### config.mk
export PLATFORM = sky130hd
export DESIGN_NAME = pipelined_dual_mode_modmul
export DESIGN_NICKNAME = d
export VERILOG_FILES = /design/src/rtl/pipelined_dual_mode_modmul.sv
export SDC_FILE = /design/constraint.sdc
export NUM_CORES = 2
export LEC_CHECK = 0
export CAP_MARGIN = 20
export CORE_MARGIN = 10
export CORE_UTILIZATION = 35
export CTS_BUF_LIST = sky130_fd_sc_hd__clkbuf_4 sky130_fd_sc_hd__clkbuf_8
export CTS_CLUSTER_DIAMETER = 100
export CTS_CLUSTER_SIZE = 40
export DETAILED_ROUTE_END_ITERATION = 12
export GPL_TIMING_DRIVEN = 0
export PLACE_DENSITY_LB_ADDON = 0.3
export SLEW_MARGIN = 20
export SYNTH_ARGS = -nofsm -noshare
export SYNTH_HDL_FRONTEND = slang
export SYNTH_SLANG_ARGS = --single-unit
### constraint.sdc
create_clock -name clk -period 6.4 [get_ports clk]
set_input_delay 1.92 -clock clk [delete_from_list [all_inputs] [get_ports clk]]
set_output_delay 1.92 -clock clk [all_outputs]
set_load 0.01 [all_outputs]
### src/rtl/pipelined_dual_mode_modmul.sv
// pipelined_dual_mode_modmul
//
// This block is a four-stage pipelined modular multiplier for the NTT
// datapath. Each operation picks its own reduction mode:
//   mode 0 : Barrett,    c = a*b mod Q
//   mode 1 : Montgomery, c = a*b*2^-R_W mod Q
// The mode travels with the operation, so mixed-mode traffic can stream
// back-to-back without bubbles.
//
// When the output is presented but not accepted, the whole pipe stalls.
// Every stage then holds its content, bubbles included.
//
// Ports:
//   clk        rising-edge clock
//   rst        asynchronous active-low reset
//   in_valid   operand presented
//   in_ready   operand accepted this cycle; driven as ~(out_valid & ~out_ready)
//   in_a/in_b  operands, DATA_W bits each
//   in_mode    0 = Barrett, 1 = Montgomery
//   in_tag     sideband, returned unchanged with the result
//   out_valid  result presented
//   out_ready  downstream accepts the result
//   out_c      reduced result in [0, Q-1]; 0 for out-of-range operands
//   out_tag    tag of this result
//   out_err    an operand was >= Q
//   occupancy  number of valid operations held in the pipe (0..4)

module pipelined_dual_mode_modmul #(
  parameter int DATA_W = 14,
  parameter int Q      = 12289,
  parameter int R_W    = 16,
  parameter int TAG_W  = 4
) (
  input  logic              clk,
  input  logic              rst,
  input  logic              in_valid,
  output logic              in_ready,
  input  logic [DATA_W-1:0] in_a,
  input  logic [DATA_W-1:0] in_b,
  input  logic              in_mode,
  input  logic [TAG_W-1:0]  in_tag,
  output logic              out_valid,
  input  logic              out_ready,
  output logic [DATA_W-1:0] out_c,
  output logic [TAG_W-1:0]  out_tag,
  output logic              out_err,
  output logic [2:0]        occupancy
);

  // Width of the full product a*b.
  localparam int P_W = 2 * DATA_W;

  // Width of the partially reduced value; it holds anything below 3Q.
  localparam int R_BITS = DATA_W + 2;

  // Width of p * BARRETT_K.
  localparam int BK_W = 4 * DATA_W;

  // Width of p + m*Q, with one carry bit.
  localparam int MQ_W = ((P_W > R_W + DATA_W) ? P_W : R_W + DATA_W) + 1;

  // The S2 quotient slot holds either t (P_W bits) or m (R_W bits).
  localparam int T_W = (P_W > R_W) ? P_W : R_W;

  function automatic logic [P_W-1:0] calc_barrett_k();
    logic [63:0] k;
    k = (64'd1 << P_W) / 64'(Q);
    return k[P_W-1:0];
  endfunction

  // Newton iteration for Q^-1 mod 2^64. An odd Q is its own inverse
  // mod 8, and each iteration doubles the number of correct low bits,
  // so five iterations are more than enough for R_W <= 18.
  function automatic logic [R_W-1:0] calc_qinv_neg();
    logic [63:0] x;
    logic [63:0] qq;
    qq = 64'(Q);
    x  = qq;
    for (int i = 0; i < 5; i++) begin
      x = x * (64'd2 - qq * x);
    end
    x = 64'd0 - x;
    return x[R_W-1:0];
  endfunction

  localparam logic [P_W-1:0]    BARRETT_K = calc_barrett_k();
  localparam logic [R_W-1:0]    QINV_NEG  = calc_qinv_neg();
  localparam logic [DATA_W-1:0] Q_D       = DATA_W'(Q);
  localparam logic [R_BITS-1:0] Q_R       = R_BITS'(Q);
  localparam logic [MQ_W-1:0]   Q_MQ      = MQ_W'(Q);

  // Pipeline registers
  logic              s1_valid, s2_valid, s3_valid, s4_valid;
  logic              s1_mode,  s2_mode,  s3_mode;
  logic              s1_err,   s2_err,   s3_err,   s4_err;
  logic [TAG_W-1:0]  s1_tag,   s2_tag,   s3_tag,   s4_tag;
  logic [P_W-1:0]    s1_p,     s2_p;
  logic [T_W-1:0]    s2_q;
  logic [R_BITS-1:0] s3_r;
  logic [DATA_W-1:0] s4_c;

  logic              stall, advance, accept, deliver;
  logic [2:0]        occ;

  // Combinational stage logic
  logic [P_W-1:0]    prod;
  logic              in_err;
  logic [BK_W-1:0]   bprod;
  logic [P_W-1:0]    t_next;
  logic [R_W-1:0]    m_next;
  logic [T_W-1:0]    q_next;
  logic [R_BITS-1:0] r_barrett;
  logic [MQ_W-1:0]   mont_sum;
  logic [R_BITS-1:0] r_mont;
  logic [R_BITS-1:0] r_next;
  logic [R_BITS-1:0] r1;
  logic [R_BITS-1:0] r2;
  logic [DATA_W-1:0] c_next;

  assign stall     = s4_valid & ~out_ready;
  assign advance   = ~stall;
  assign in_ready  = advance;
  assign accept    = in_valid & in_ready;
  assign deliver   = s4_valid & out_ready;

  assign out_valid = s4_valid;
  assign out_c     = s4_c;
  assign out_tag   = s4_tag;
  assign out_err   = s4_err;
  assign occupancy = occ;

  always_comb begin
    prod      = '0;
    in_err    = 1'b0;
    bprod     = '0;
    t_next    = '0;
    m_next    = '0;
    q_next    = '0;
    r_barrett = '0;
    mont_sum  = '0;
    r_mont    = '0;
    r_next    = '0;
    r1        = '0;
    r2        = '0;
    c_next    = '0;

    // S1: full product and range check
    prod   = P_W'(in_a) * P_W'(in_b);
    in_err = (in_a >= Q_D) | (in_b >= Q_D);

    // S2: Barrett quotient estimate, or Montgomery m
    bprod  = BK_W'(s1_p) * BK_W'(BARRETT_K);
    t_next = P_W'(bprod >> P_W);
    m_next = R_W'(T_W'(s1_p)) * QINV_NEG;
    q_next = s1_mode ? T_W'(m_next) : T_W'(t_next);

    // S3: Barrett only needs the low R_BITS bits of p - t*Q, because
    // the true value is known to lie in [0, 3Q).
    r_barrett = R_BITS'(s2_p) - R_BITS'(s2_q) * Q_R;
    mont_sum  = MQ_W'(s2_p) + MQ_W'(R_W'(s2_q)) * Q_MQ;
    r_mont    = R_BITS'(mont_sum >> R_W);
    r_next    = s2_mode ? r_mont : r_barrett;

    // S4: Montgomery leaves [0, 2Q), so one subtract is enough.
    // Barrett leaves [0, 3Q), so it may take a second subtract.
    r1 = (s3_r >= Q_R) ? s3_r - Q_R : s3_r;
    r2 = (!s3_mode && (r1 >= Q_R)) ? r1 - Q_R : r1;
    c_next = s3_err ? '0 : DATA_W'(r2);
  end

  always_ff @(posedge clk or negedge rst) begin
    if (!rst) begin
      s1_valid <= 1'b0;
      s1_mode  <= 1'b0;
      s1_err   <= 1'b0;
      s1_tag   <= '0;
      s1_p     <= '0;
      s2_valid <= 1'b0;
      s2_mode  <= 1'b0;
      s2_err   <= 1'b0;
      s2_tag   <= '0;
      s2_p     <= '0;
      s2_q     <= '0;
      s3_valid <= 1'b0;
      s3_mode  <= 1'b0;
      s3_err   <= 1'b0;
      s3_tag   <= '0;
      s3_r     <= '0;
      s4_valid <= 1'b0;
      s4_err   <= 1'b0;
      s4_tag   <= '0;
      s4_c     <= '0;
    end else if (advance) begin
      s1_valid <= in_valid;
      s1_mode  <= in_mode;
      s1_err   <= in_err;
      s1_tag   <= in_tag;
      s1_p     <= prod;

      s2_valid <= s1_valid;
      s2_mode  <= s1_mode;
      s2_err   <= s1_err;
      s2_tag   <= s1_tag;
      s2_p     <= s1_p;
      s2_q     <= q_next;

      s3_valid <= s2_valid;
      s3_mode  <= s2_mode;
      s3_err   <= s2_err;
      s3_tag   <= s2_tag;
      s3_r     <= r_next;

      s4_valid <= s3_valid;
      s4_err   <= s3_err;
      s4_tag   <= s3_tag;
      s4_c     <= c_next;
    end
  end

  always_ff @(posedge clk or negedge rst) begin
    if (!rst) begin
      occ <= 3'd0;
    end else if (accept && !deliver) begin
      if (occ != 3'd4) occ <= occ + 3'd1;
    end else if (deliver && !accept) begin
      if (occ != 3'd0) occ <= occ - 3'd1;
    end
  end

endmodule
==> summary.md <==
| Metric | Value |
|---|---|
| Relative slew slack | `between 30% and 40%` |
| Crit-path slowest cell | `sky130_fd_sc_hd__fa_1` |
| Classification of the worst setup path | `input pin to flip-flop` |
| Internal reg-to-reg setup slack | `approximately 0.23 ns` |
| Wirelength, routed | `69400 µm` |
| Gate Count Post-Synth | `around 2900` |
| Sinks on the clock net | `132` |
| Met1 Use GR | `22.0%` |
| Summed instance area of the synthesized netlist | `~27000 µm²` |
| Hold path depth | `2` |
| Global-route wire length before repair | `between 100000 and 150000 µm` |
| DRC violations left | `0` |
| Result of the run | `finished, violations left` |
| Startpoint type of the worst setup path | `input pin` |
| Fillcell total | `7475` |
| Most frequent cells in the layout | `684 x sky130_fd_sc_hd__inv_1, 494 x sky130_fd_sc_hd__ha_1, 356 x sky130_fd_sc_hd__fa_1` |
| Crit path largest cell delay | `about 0.53 ns` |
| Die Y-Extent | `295 µm` |
| CP required | `slightly below 7 ns` |
| Overall die area | `about 87000 µm²` |
| Final worst clock skew | `around 0.017 ns` |
| Worst-Skew Late Latency | `approximately 0.50 ns` |
| Post-route worst hold slack | `~0.46 ns` |
| Final core area utilization | `between 40 and 50%` |
| Synthesis-stage register bit count | `about 130` |
| Number of max-slew violations in the final report | `0` |
| GP Congestion | `between 0.8 and 0.9` |
| Category of the worst setup path capture point | `flip-flop` |
| Width of the die | `around 300 µm` |
| GRT met3 Usage | `under 10%` |
| Clock input transition at the sequential cells of the worst setup and hold paths | `about 0.070 ns` |
| Clock tree from TritonCTS | `done` |
| Total setup violations reported at the end of the flow | `16` |
| Number of levels in the clock H-tree | `4` |
| CTS Hold Buffers Added | `0` |
| Synth warn | `0` |
| Final critical path time including I/O delays and setup | `6.96 ns` |
| CTS Root Buffer Type | `sky130_fd_sc_hd__clkbuf_8` |
| Final setup TNS | `-4.73 ns` |
| Portion of the post-synthesis area used by sequential elements | `12.4%` |
| Share of layout cells above drive strength 1 | `roughly 9.0%` |
| Initial DRC Count | `between 1000 and 1500` |
| Type of the most critical hold path | `flip-flop to flip-flop` |
| Detailed Routing Iterations Pass 1 | `7` |
| Hold Violations, Final | `0` |
| Inserted Clock Buffers | `17` |
| Violations in the final reports | `negative setup slack` |
| Detail Route Antenna Nets | `0` |
| Maximum clock frequency | `144 MHz` |
| Number of global-route vias before repair | `around 21000` |
| Setup ws final | `-0.563 ns` |
| Depth of the most critical reg-to-reg path | `20` |
| Post-synthesis async set-or-reset flop share | `100%` |
| Endpoint arrival time on the critical path | `between 7 and 8 ns` |
| Most used routing layer | `met2` |
| Leading cell type in the layout, fill and taps excluded | `sky130_fd_sc_hd__inv_1` |
| Period utilization | `109%` |
| HPWL reported at the end of detailed placement | `between 50000 and 60000 µm` |
| Count of boundary I/O pins | `between 60 and 70` |
| Max-cap violations | `0` |
| Number of distinct standard cells referenced by the synthesized netlist | `78` |
| Setup repair after global routing missed its margin | `true` |
| Number of synthesized flops with an enable pin | `0` |
| Total via count after detailed routing | `approximately 20000` |
| Critical Path, Cell by Cell | `buf_8 -> clkbuf_16 -> and2_4 -> fa_1 -> inv_1 -> fa_1 -> inv_1 -> fa_1 -> fa_2 -> fa_1 -> inv_1 -> fa_2 -> inv_2 -> ha_4 -> a21o_1 -> a21o_1 -> a21oi_2 -> o22a_1 -> o31a_1 -> a21oi_2 -> a211o_1 -> nor3_2 -> mux2i_1 -> nor3_1` |
| Leftover overflow at the end of global routing | `0` |
| Final-stage net count | `approximately 4000` |
| Met2 usage | `between 20% and 30%` |
| Layout-stage area growth over the synthesis result | `13.9%` |
| Initial antenna violation count | `2` |
| Post-Synthesis Mean Instance Area | `between 9 and 10 µm²` |
| Area inside the core boundary | `around 75000 µm²` |
| Std-Cell Rows | `100` |
| Primary FF master, synth | `sky130_fd_sc_hd__dfrtp_1` |
| Overall global routing resource usage | `between 15 and 20%` |
| Routed via count divided by cell count | `approximately 5` |
| Slew @ Worst Pin | `just over 0.9 ns` |
| Synthesized Nets | `between 3000 and 4000` |
| Count of input and output buffers | `60` |
| CP most frequent cell | `sky130_fd_sc_hd__fa_1` |
| Maximum number of buffers from clock root to sink | `2` |
| Initial cell density of the core | `around 36%` |
| Largest net degree at the start of global routing | `between 90 and 100` |
| FF+latch area | `3350 µm²` |
| Average routed wire per standard cell | `~17 µm` |
| Multi-input logic area | `between 20000 and 25000 µm²` |
| Max Fanout on Critical Path | `6` |
==> synth_stat cells, types with 4 or more instances <==
library cell,n,share of area [%]
sky130_fd_sc_hd__a211o_1,6,0.20
sky130_fd_sc_hd__a211oi_1,12,0.34
sky130_fd_sc_hd__a21boi_0,6,0.17
sky130_fd_sc_hd__a21o_1,33,0.93
sky130_fd_sc_hd__a21oi_1,101,1.9
sky130_fd_sc_hd__a221o_1,7,0.26
sky130_fd_sc_hd__a22o_1,6,0.20
sky130_fd_sc_hd__a31oi_1,11,0.26
sky130_fd_sc_hd__and2_1,93,2.2
sky130_fd_sc_hd__and3_1,10,0.24
sky130_fd_sc_hd__clkbuf_1,63,0.89
sky130_fd_sc_hd__dfrtp_1,132,12
sky130_fd_sc_hd__fa_1,365,28
sky130_fd_sc_hd__ha_1,509,24
sky130_fd_sc_hd__inv_1,694,9.8
sky130_fd_sc_hd__mux2_2,4,0.17
sky130_fd_sc_hd__mux2i_1,5,0.19
sky130_fd_sc_hd__nand2_1,303,4.3
sky130_fd_sc_hd__nand2b_1,10,0.24
sky130_fd_sc_hd__nand3_1,33,0.62
sky130_fd_sc_hd__nand4_1,8,0.19
sky130_fd_sc_hd__nor2_1,97,1.4
sky130_fd_sc_hd__nor2b_1,11,0.26
sky130_fd_sc_hd__nor3_1,32,0.60
sky130_fd_sc_hd__nor3b_1,5,0.14
sky130_fd_sc_hd__nor4_1,9,0.21
sky130_fd_sc_hd__o211ai_1,6,0.17
sky130_fd_sc_hd__o21a_1,23,0.65
sky130_fd_sc_hd__o21ai_0,116,2.2
sky130_fd_sc_hd__o21bai_1,7,0.20
sky130_fd_sc_hd__o22ai_1,11,0.26
sky130_fd_sc_hd__o31ai_1,13,0.37
sky130_fd_sc_hd__or2_2,5,0.12
sky130_fd_sc_hd__or3_1,18,0.42
sky130_fd_sc_hd__xnor2_1,67,2.2
sky130_fd_sc_hd__xor2_1,41,1.4
==> per-layer routing <==
layer / vias to the layer above / part of all wire [%]
met4: 0 / 1.9
li1: 9661 / -
met2: 307 / 48
met5: - / 0
met3: 59 / 3.2
met1: 9738 / 47
==> registers in the layout (all words and copies together) (netlist names), 3 cells and up <==
signal     cells
occupancy      3
out_c         14
out_tag        4
s1_p          28
s1_tag         4
s2_p          28
s2_q          16
s2_tag         4
s3_r          16
s3_tag         4
==> worst paths after layout <==
kind / startpoint / to
max in group asynchronous: rst / s1_p[9]
max reg2reg: s1_p[12] / s2_q[12]
min in group asynchronous: rst / s2_p[2]
min: out_tag[3] / out_tag[3]
min reg2reg: out_tag[3] / out_tag[3]
max: in_a[8] / s1_p[27]
==> layout make-up <==
class,count,area share [%]
clock inverters,5,0.414
diodes,1,0.00827
inverters,694,8.61
clock buffers,23,0.984
multi-input cells,2047,68.8
plain buffers,70,2.21
well taps,969,4.01
repair buffers,128,3.85
flip-flops and latches,132,11.1
==> timing repair <==
item                       4_1_cts  5_1_grt
pin swaps                       24       35
gates resized for setup        222       81
buffers inserted                47       21
setup endpoints to repair       31       25
==> critical path, delay by kind of cell <==
kind	cells	cell delay [ns]
compound gates	7	1.23
fa+ha+maj	7	3.09
buf+inv	6	0.44
mux	1	0.20
simple gates	3	0.43
==> kinds of logic after synthesis <==
kind of cell	count (synthesis)	synth area share, %
AOI/OAI and AO/OA	397	9.51
adders and majority gates	874	51.5
buffers and inverters	764	10.9
xor gates and xnor gates	108	3.56
muxes	9	0.358
and+or+nand+nor	659	11.8
DFF	132	12.4
==> metrics by stage <==
step | setup slack (ns) | cells | cell area [µm²]
2_1_floorplan | -0.666 | 2943 | 26800
3_3_place_gp | -2.34 | 3972 | 28700
3_5_place_dp | -1.93 | 3973 | 28700
4_1_cts | -0.525 | 4048 | 29800
5_1_grt | -0.721 | 4069 | 30300
6_report | -0.563 | 4069 | 30300
Power is left out: the tool's default activity adds up to more than one toggle a clock period on the data nets, which glitch-free logic cannot reach.
